`src/rtl/seq_rotator.sv`:
```
// seq_rotator: multi-cycle ROL/ROR/SLL/SRA unit with a start/busy/done handshake.
// It applies one bit step per clock.
// Optional build macro SEQ_ROTATOR_FAST_EN applies two steps per clock while at least two remain.
module seq_rotator #(
    parameter int unsigned WIDTH   = 32,
    parameter int unsigned SHAMT_W = 5
) (
    input  logic               clk,
    input  logic               reset,
    input  logic               start,
    input  logic [1:0]         op,
    input  logic [SHAMT_W-1:0] shamt,
    input  logic [WIDTH-1:0]   data_in,
    output logic               busy,
    output logic               done,
    output logic [WIDTH-1:0]   result
);

    typedef enum logic [1:0] {
        IDLE = 2'd0,
        RUN  = 2'd1,
        DONE = 2'd2
    } state_t;

    localparam logic [1:0] OP_ROL = 2'b00;
    localparam logic [1:0] OP_ROR = 2'b01;
    localparam logic [1:0] OP_SLL = 2'b10;
    localparam logic [1:0] OP_SRA = 2'b11;

    state_t             state;
    logic [SHAMT_W-1:0] cnt;
    logic [1:0]         op_q;

    // Single-position step of the selected operation
    function automatic logic [WIDTH-1:0] step1(input logic [WIDTH-1:0] v, input logic [1:0] o);
        logic [WIDTH-1:0] r;
        r = v;
        case (o)
            OP_ROL: r = {v[WIDTH-2:0], v[WIDTH-1]};
            OP_ROR: r = {v[0], v[WIDTH-1:1]};
            OP_SLL: r = {v[WIDTH-2:0], 1'b0};
            OP_SRA: r = {v[WIDTH-1], v[WIDTH-1:1]};
            default: r = v;
        endcase
        return r;
    endfunction

    // Control FSM plus working register; busy/done are registered alongside the state
    always_ff @(posedge clk or posedge reset) begin
        if (reset) begin
            state  <= IDLE;
            result <= '0;
            cnt    <= '0;
            op_q   <= '0;
            busy   <= 1'b0;
            done   <= 1'b0;
        end else begin
            case (state)
                IDLE, DONE: begin
                    if (start) begin
                        result <= data_in;
                        cnt    <= shamt;
                        op_q   <= op;
                        state  <= RUN;
                        busy   <= 1'b1;
                        done   <= 1'b0;
                    end
                end
                RUN: begin
                    if (cnt == '0) begin
                        state <= DONE;
                        busy  <= 1'b0;
                        done  <= 1'b1;
`ifdef SEQ_ROTATOR_FAST_EN
                    end else if ({1'b0, cnt} >= (SHAMT_W+1)'(2)) begin
                        result <= step1(step1(result, op_q), op_q);
                        cnt    <= cnt - SHAMT_W'(2);
`endif
                    end else begin
                        result <= step1(result, op_q);
                        cnt    <= cnt - SHAMT_W'(1);
                    end
                end
                default: begin
                    state <= IDLE;
                    busy  <= 1'b0;
                    done  <= 1'b0;
                end
            endcase
        end
    end

endmodule

```
`config.mk`:
```
export PLATFORM = sky130hd
export DESIGN_NAME = seq_rotator
export DESIGN_NICKNAME = d
export VERILOG_FILES = /design/src/rtl/seq_rotator.sv
export SDC_FILE = /design/constraint.sdc
export NUM_CORES = 1
export LEC_CHECK = 0
export BUFFER_PORTS_ARGS = -buffer_cell sky130_fd_sc_hd__buf_4
export CAP_MARGIN = 20
export CORE_ASPECT_RATIO = 0.9
export CORE_UTILIZATION = 52
export DETAILED_ROUTE_END_ITERATION = 7
export GPL_ROUTABILITY_DRIVEN = 1
export GPL_TIMING_DRIVEN = 1
export PLACE_DENSITY = 0.81
export SETUP_SLACK_MARGIN = 0.3
export SLEW_MARGIN = 5
export SYNTH_ARGS = -nofsm -noshare
export SYNTH_HDL_FRONTEND = slang
export SYNTH_SLANG_ARGS = --single-unit
```
`constraint.sdc`:
```
create_clock -name clk -period 2.5 [get_ports clk]
set_input_delay 0.125 -clock clk [delete_from_list [all_inputs] [get_ports clk]]
set_output_delay 0.125 -clock clk [all_outputs]
set_load 0.1 [all_outputs]
```
Word level (Yosys, flattened, before mapping):

Cells that the tools add are included.

* register bits after elaboration: 43
* output and inout port bits: 34

* add/subtract/negate cells: 1
* eq/ne operators: 9
* mux-type cells: 16
* reductions and logical operators: 9

Operator list (count)
* 32-bit case mux with 4 select lines: 1
* 32-bit two-way mux: 2
* 32-bit case mux with 2 select lines: 1
* 5-bit two-way mux: 2
* 5-bit case mux with 2 select lines: 1
* 2-bit inequality test (second input constant): 4
* 2-bit equality test (second input constant): 3
* 5-bit logical NOT: 1
* 5-bit by 1-bit subtractor with 5-bit output (second input constant): 1
* 2-bit by 1-bit equality test with 1-bit output (second input constant): 2
* 2-bit logical NOT: 2
* 1-bit two-way mux: 4
* 2-bit two-way mux: 2
* 1-bit case mux with 2 select lines: 2
* 2-bit case mux with 2 select lines: 1
* 2-bit AND reduction: 2
* 4-bit AND reduction: 1
* 3-bit AND reduction: 1
* 2-bit nonzero test: 1
* 2-bit OR reduction: 1

Logic depth before layout (Yosys ltp):

Gate-level depths: netlist of run 1.

* word-level depth: 4
* gate-level depth with buffers: 7
* mapped depth without buffers: 6

Worst setup path after synthesis of run 1:

OpenSTA, ideal clock, no wires.

* path type: register to register
* start point: reg, netlist name busy
* end point: reg result[10]
* arrival time: 2.400 ns
* path slack: -0.027 ns
* cell stages (with the launch flop): 6
* path buffers: 2
* clock period less this slack: 2.527 ns
* cells stage by stage: dfrtp_1 > nor2b_1 > buf_2 > buf_2 > mux2_2 > mux2_4

RTL lines
* end signal, assigned: line 61 `result <= data_in;`
* end signal, assigned: line 80 `result <= step1(result, op_q);`
* end, declared: line 16 `output logic [WIDTH-1:0] result`

Worst setup path in the final report of run 1:

* start point: reg cnt[0]
* end point: reg result[23]

* cells in the longest elaborated chain, start to end: 3

Ends and longest elaborated chain
* start, declared: line 31 `logic [SHAMT_W-1:0] cnt;`
* start signal, assigned: line 62 `cnt <= shamt;`
* start signal, assigned: line 81 `cnt <= cnt - SHAMT_W'(1);`
* 5-bit logical NOT: line 70 `if (cnt == '0) begin`
* 2-bit inequality test (no source line)
* 3-bit AND reduction (no source line)

No other way between the ends.
A chain may end at the register's enable or synchronous reset.

==> results of run 1 <==
-- cells in the mapped netlist, drive strengths merged, types with 3 or more instances --
master,number
a211oi,3
buf,10
dfrtp,41
inv,7
mux2,90
mux2i,3
nand2,5
nor2,8
nor2b,3
o21ai,3
-- per-layer routing --
layer | vias up | share of wire
met1 | 910 | 0.47
met4 | 0 | 0.014
li1 | 881 | -
met2 | 77 | 0.45
met3 | 8 | 0.059
met5 | - | 0
-- per-stage QoR --
step	worst slack (ns)	util	hold WS (ns)	cell area, sq um	std cells
6_report	0.396	0.689	0.0180	3330	340
3_5_place_dp	0.358	0.670	0.128	3240	332
4_1_cts	0.336	0.687	0.0111	3320	339
5_1_grt	0.302	0.689	0.0140	3330	340
2_1_floorplan	0.381	-	0.230	2610	198
3_3_place_gp	0.403	0.664	0.321	3210	331
-- what timing repair did --
item	4_1_cts	5_1_grt
hold endpoints to repair	11	0
buffers inserted	0	1
gates resized for setup	0	2
hold buffers	1	0
setup endpoints to repair	0	30
-- cell usage in the layout, fill, tap and decap left out, types with 2 or more instances in the layout --
| master | instances |
|---|---|
| a211oi_1 | 3 |
| buf_4 | 80 |
| clkbuf_8 | 5 |
| dfrtp_1 | 39 |
| inv_1 | 5 |
| mux2_2 | 62 |
| mux2_4 | 28 |
| mux2i_1 | 3 |
| nand2_1 | 5 |
| nand2b_1 | 2 |
| nor2_1 | 8 |
| nor2b_1 | 2 |
| o21ai_0 | 3 |
| o22ai_1 | 2 |
| o31ai_1 | 2 |
-- registers in the layout (all words and copies together), names as in the netlist --
name    flops
busy        1
cnt         5
op_q        2
done        1
result     32
-- cell type report --
| type | count | area share |
|---|---|---|
| clock inverter | 1 | 0.00150 |
| timing repair buffer | 83 | 0.197 |
| clock buffer | 5 | 0.0206 |
| inverter | 7 | 0.0101 |
| multi-input combinational | 138 | 0.437 |
| tap | 65 | 0.0244 |
| sequential | 41 | 0.309 |
-- worst max-delay path, delay by kind of cell, from the launching register on --
kind	cells	cell delay (ns)
buffers and inverters	2	0.26
DFF	1	0.39
muxes	1	0.33
adders and majority gates	1	0.23
AOI/OAI and AO/OA	1	0.26
and+or+nand+nor	1	0.52
-- logic make-up after synthesis --
group | after synthesis
muxes | 93
DFF | 41
and+or+nand+nor | 24
AOI/OAI and AO/OA | 19
buffers and inverters | 19
xor gates and xnor gates | 1
adders and majority gates | 1
-- worst paths after layout --
check	from	endpoint	slack [ns]	cells after the start
max	cnt[0]	result[23]	0.40	6
min	op[0]	op_q[0]	0.02	3
max reg2reg	cnt[0]	result[23]	0.40	6
min reg2reg	cnt[4]	cnt[4]	0.57	1
max in group asynchronous	reset	cnt[0]	1.49	5
min in group asynchronous	reset	result[17]	0.37	3
==> reports/metrics.yaml, run 1 <==
routing:
  via_per_inst: 5.52
  drtIter0Drc: 130
  drt_wl_total_microns: 5630
  drc: 0
  firstDrtPassIters: 4
  vias: 1876
  wl_per_cell_microns: 16.6
  postRouteAntennaNets: 0
logic_synthesis:
  syn_inst: 198
  synth_ff_type: "dfrtp_1"
  syn_area_sq_mm: 0.00260
  yosysSeqAreaShare: 0.394
  synth-simple-area-share: 0.0504
  ys_types: 34
  syn_nets: 241
  synth_top_family_by_area: "multiplexers"
  synth_area_leaders: "dfrtp_1 (39%), mux2_2 (27%), mux2_4 (16%)"
  yosysWarnings: 0
  synth_compound_area_frac: 0.0562
  synth_edf_count: 0
  synth_top_area_frac: 0.394
  yosysTopAreaCell: "dfrtp_1"
  synthArstFlopShare: 1.00
  synth_fa_ha_area_frac: 0.00480
  synth.avg_cell_area_sq_um: 13.2
  synth-seq-cells: 41
  synth-xor-area-share: 0.00336
  synth_mux_area_frac: 0.441
critical_path:
  slowest_stage: "or4b_4"
  arrival_ns: 2.28
  crit_fanout: 32
  critical_path.cell_chain: "inv_1 > ha_1 > or4b_4 > a21oi_4 > inv_8 > mux2_4"
  slowest_delay_ns: 0.52
  cp.required_ns: 2.68
  critPathLaunchType: "flip-flop"
  worst-setup-path-type: "flip-flop to flip-flop"
  endpoint_kind: "flip-flop"
final_layout:
  antenna_cells: 0
  fill_cells: 365
  register_area_sq_mm: 0.00103
  layout.nets: 319
  multi_input_area_sq_mm: 0.00146
  drive_above_1_share: 0.676
  area_delta_synth_final_pct: 28.0
timing:
  worstMarginPinSlew_ns: 0.666
  fin_crit_sh: 0.842
  rsz0062_at_grt: "no"
  setup-tns-final_ns: 0
  period_minus_slack_ns: 2.10
  finClkSkew_ns: 0.00708
  setup_viol: 0
  max_freq_mhz: 475
  slew_viol_final: 0
  slew_headroom: 0.549
  finalHoldViolCount: 0
global_route:
  track_usage: 0.227
  grt_first_pass_wirelength_microns: 9450
  grt_pass1_vias: 1909
  top_usage_layer: "met2"
  grt_max_degree: 33
  grt_use_met3: 0.0517
  use_met1: 0.312
  use_met2: 0.359
  grt_overflow_total: 0
  antenna_found_initial: 0
placed_design:
  dpl.hpwl_microns: 4000
  io_buffers: 75
  place_congestion: 0.800
die:
  rows: 24
  start_util: 0.539
  core_area_sq_mm: 0.00483
  die_w_microns: 76.6
  fp.dieH_microns: 69.1
  pin_count: 76
  fp.dieArea_sq_mm: 0.00530
clocking:
  h-tree-depth: 2
  cts_sinks: 41
  cts_max_path_buffers: 2
  numCtsBuffers: 5
  cts_root_buffer: "clkbuf_8"
  clk_pin_slew_ns: 0.08
  cts_tree: "built"
  clk_latency_ns: 0.29
hold_path:
  holdCritPathClass: "input port to flip-flop"
run:
  maxCapViolCount: 0
run_status:
  status: "finished clean"
Power of run 1 is left out: the tool's default activity adds up to more than one toggle a clock period on the data nets, which glitch-free logic cannot reach.
==> run 2: changes to the inputs <==
clock period = 2.02 ns   (was 2.5 ns; I/O delays follow)
==> run 2 against run 1 <==
Setup slack worse by 0.36 ns. Final cell count increased by 4.7%. Wire length up 11%. Via count up 2.2%. Non-clock buffer count increased by 12. Final area grew 6.0%. Flip-flop and latch count stayed put. Critical path type unchanged.
==> reports/metrics.yaml, run 2 (same netlist as run 1, synthesis figures left out) <==
run_status:
  status: "finished clean"
final_layout:
  layout.nets: 333
  largestRegisters: "result x32, cnt x5, op_q x2"
  area_delta_synth_final_pct: 35.6
  largest_reg_flops: 32
  antenna_cells: 0
  mostFrequentLayoutCell: "buf_4"
  layout.cells.most_common_list: "buf_4 (89), mux2_2 (62), dfrtp_1 (35), mux2_4 (28), nor2_1 (8)"
  drive_above_1_share: 0.722
  largest_register: "result"
clocking:
  numCtsBuffers: 5
  cts_sinks: 41
  h-tree-depth: 2
  cts_max_path_buffers: 2
  clk_latency_ns: 0.30
  cts_root_buffer: "clkbuf_8"
  cts_tree: "built"
  clk_pin_slew_ns: 0.08
die:
  fp.dieH_microns: 69.1
  fp.dieArea_sq_mm: 0.00530
  start_util: 0.539
  core_area_sq_mm: 0.00483
  pin_count: 76
  die_w_microns: 76.6
  rows: 24
timing:
  slew_headroom: 0.467
  finClkSkew_ns: 0.00712
  setup_slack_ns: 0.0402
  rsz0062_at_grt: "yes"
  fin_crit_sh: 0.980
  slew_viol_final: 0
  max_freq_mhz: 505
  period_minus_slack_ns: 1.98
  setup_viol: 0
  finalHoldViolCount: 0
  worstMarginPinSlew_ns: 0.795
critical_path:
  startpoint: "cnt[1]"
  endpoint_kind: "flip-flop"
  critical_path.cell_chain: "inv_2 > ha_4 > or4b_4 > a21oi_4 > buf_4 > inv_6 > mux2_4"
  r2r_start: "cnt[1]"
  cpLargestDelayFamily: "simple AND/OR/NAND/NOR gates"
  slowest_delay_ns: 0.49
  critPathLaunchType: "flip-flop"
  slowest_stage: "or4b_4"
  cp.required_ns: 2.21
  arrival_ns: 2.17
  crit_fanout: 8
  worst-setup-path-type: "flip-flop to flip-flop"
  crit_buf_inv: 3
global_route:
  antenna_found_initial: 0
  grt_pass1_vias: 2031
  track_usage: 0.250
  grt_max_degree: 31
  grt_overflow_total: 0
  grt_first_pass_wirelength_microns: 10200
hold_path:
  hp-start: "op[1]"
  holdCritPathClass: "input port to flip-flop"
routing:
  vias: 1918
  firstDrtPassIters: 4
  via_per_inst: 5.39
  drc: 0
  wl_per_cell_microns: 17.6
  drtIter0Drc: 117
  drt_wl_total_microns: 6260
  postRouteAntennaNets: 0
placed_design:
  place_ws_ns: 0.0294
  place_congestion: 0.839
  io_buffers: 75
  dpl.hpwl_microns: 4090
run:
  maxCapViolCount: 0
-- run 2: changes by cell type in the layout (fill, tap and decap cells not counted), sizes merged --
cell	delta
clkbuf	+2
bufinv	+1
buf	+11
clkinv	-1
dlygate4sd3	+1
inv	+1
clkinvlp	+1
-- run 2: worst paths after layout --
path / cells after the start / slack (ns) / endpoint
setup / recovery: 7 / 0.04 / result[10]
hold / removal: 3 / 0.03 / op_q[1]
setup reg to reg: 7 / 0.04 / result[10]
hold reg to reg: 1 / 0.57 / result[8]
max in group asynchronous: 4 / 0.89 / result[10]
min in group asynchronous: 3 / 0.41 / result[13]
-- run 2: timing repair --
item | 4_1_cts | 5_1_grt
resized for setup | 7 | 6
cloned | 2 | 0
hold endpoints to repair | 21 | 0
pin swaps | 0 | 2
endpoints found under the setup margin | 32 | 36
buffers inserted | 6 | 1
hold buffers | 2 | 0
-- run 2: layout make-up --
cell class                 instances  area, sq um
inverter                           7         52.6
timing repair inverter             2         25.0
timing repair buffer              95          751
clock inverter                     1         7.51
clock buffer                       7         86.3
fill                             349         1300
sequential                        41         1040
tap                               65         81.3
multi-input combinational        138         1490
-- run 2: metrics by stage --
step                hold slack (ns)  std cells  area, sq um  utilization  setup TNS, ns
floorplan                     0.206        198         2630            -              0
global placement              0.168        337         3260        0.675              0
detailed placement            0.178        337         3260        0.675              0
CTS                          0.0272        355         3490        0.722              0
global route                 0.0336        356         3530        0.731         -0.167
finish                       0.0299        356         3530        0.731              0
-- run 2: tightest hold or removal path, stage by stage --
cell and delay, ns:
buf_4 0.08, nand2_1 0.04, o21ai_0 0.08
-- run 2: metal layers --
layer | vias to the layer above | global-route usage | wire [microns]
met5 | - | 0 | 0
met4 | 0 | 0.0812 | 75
met3 | 8 | 0.0636 | 306
met2 | 60 | 0.398 | 2990
met1 | 945 | 0.332 | 2890
li1 | 905 | - | -
Power of run 2 is left out for the same reason.
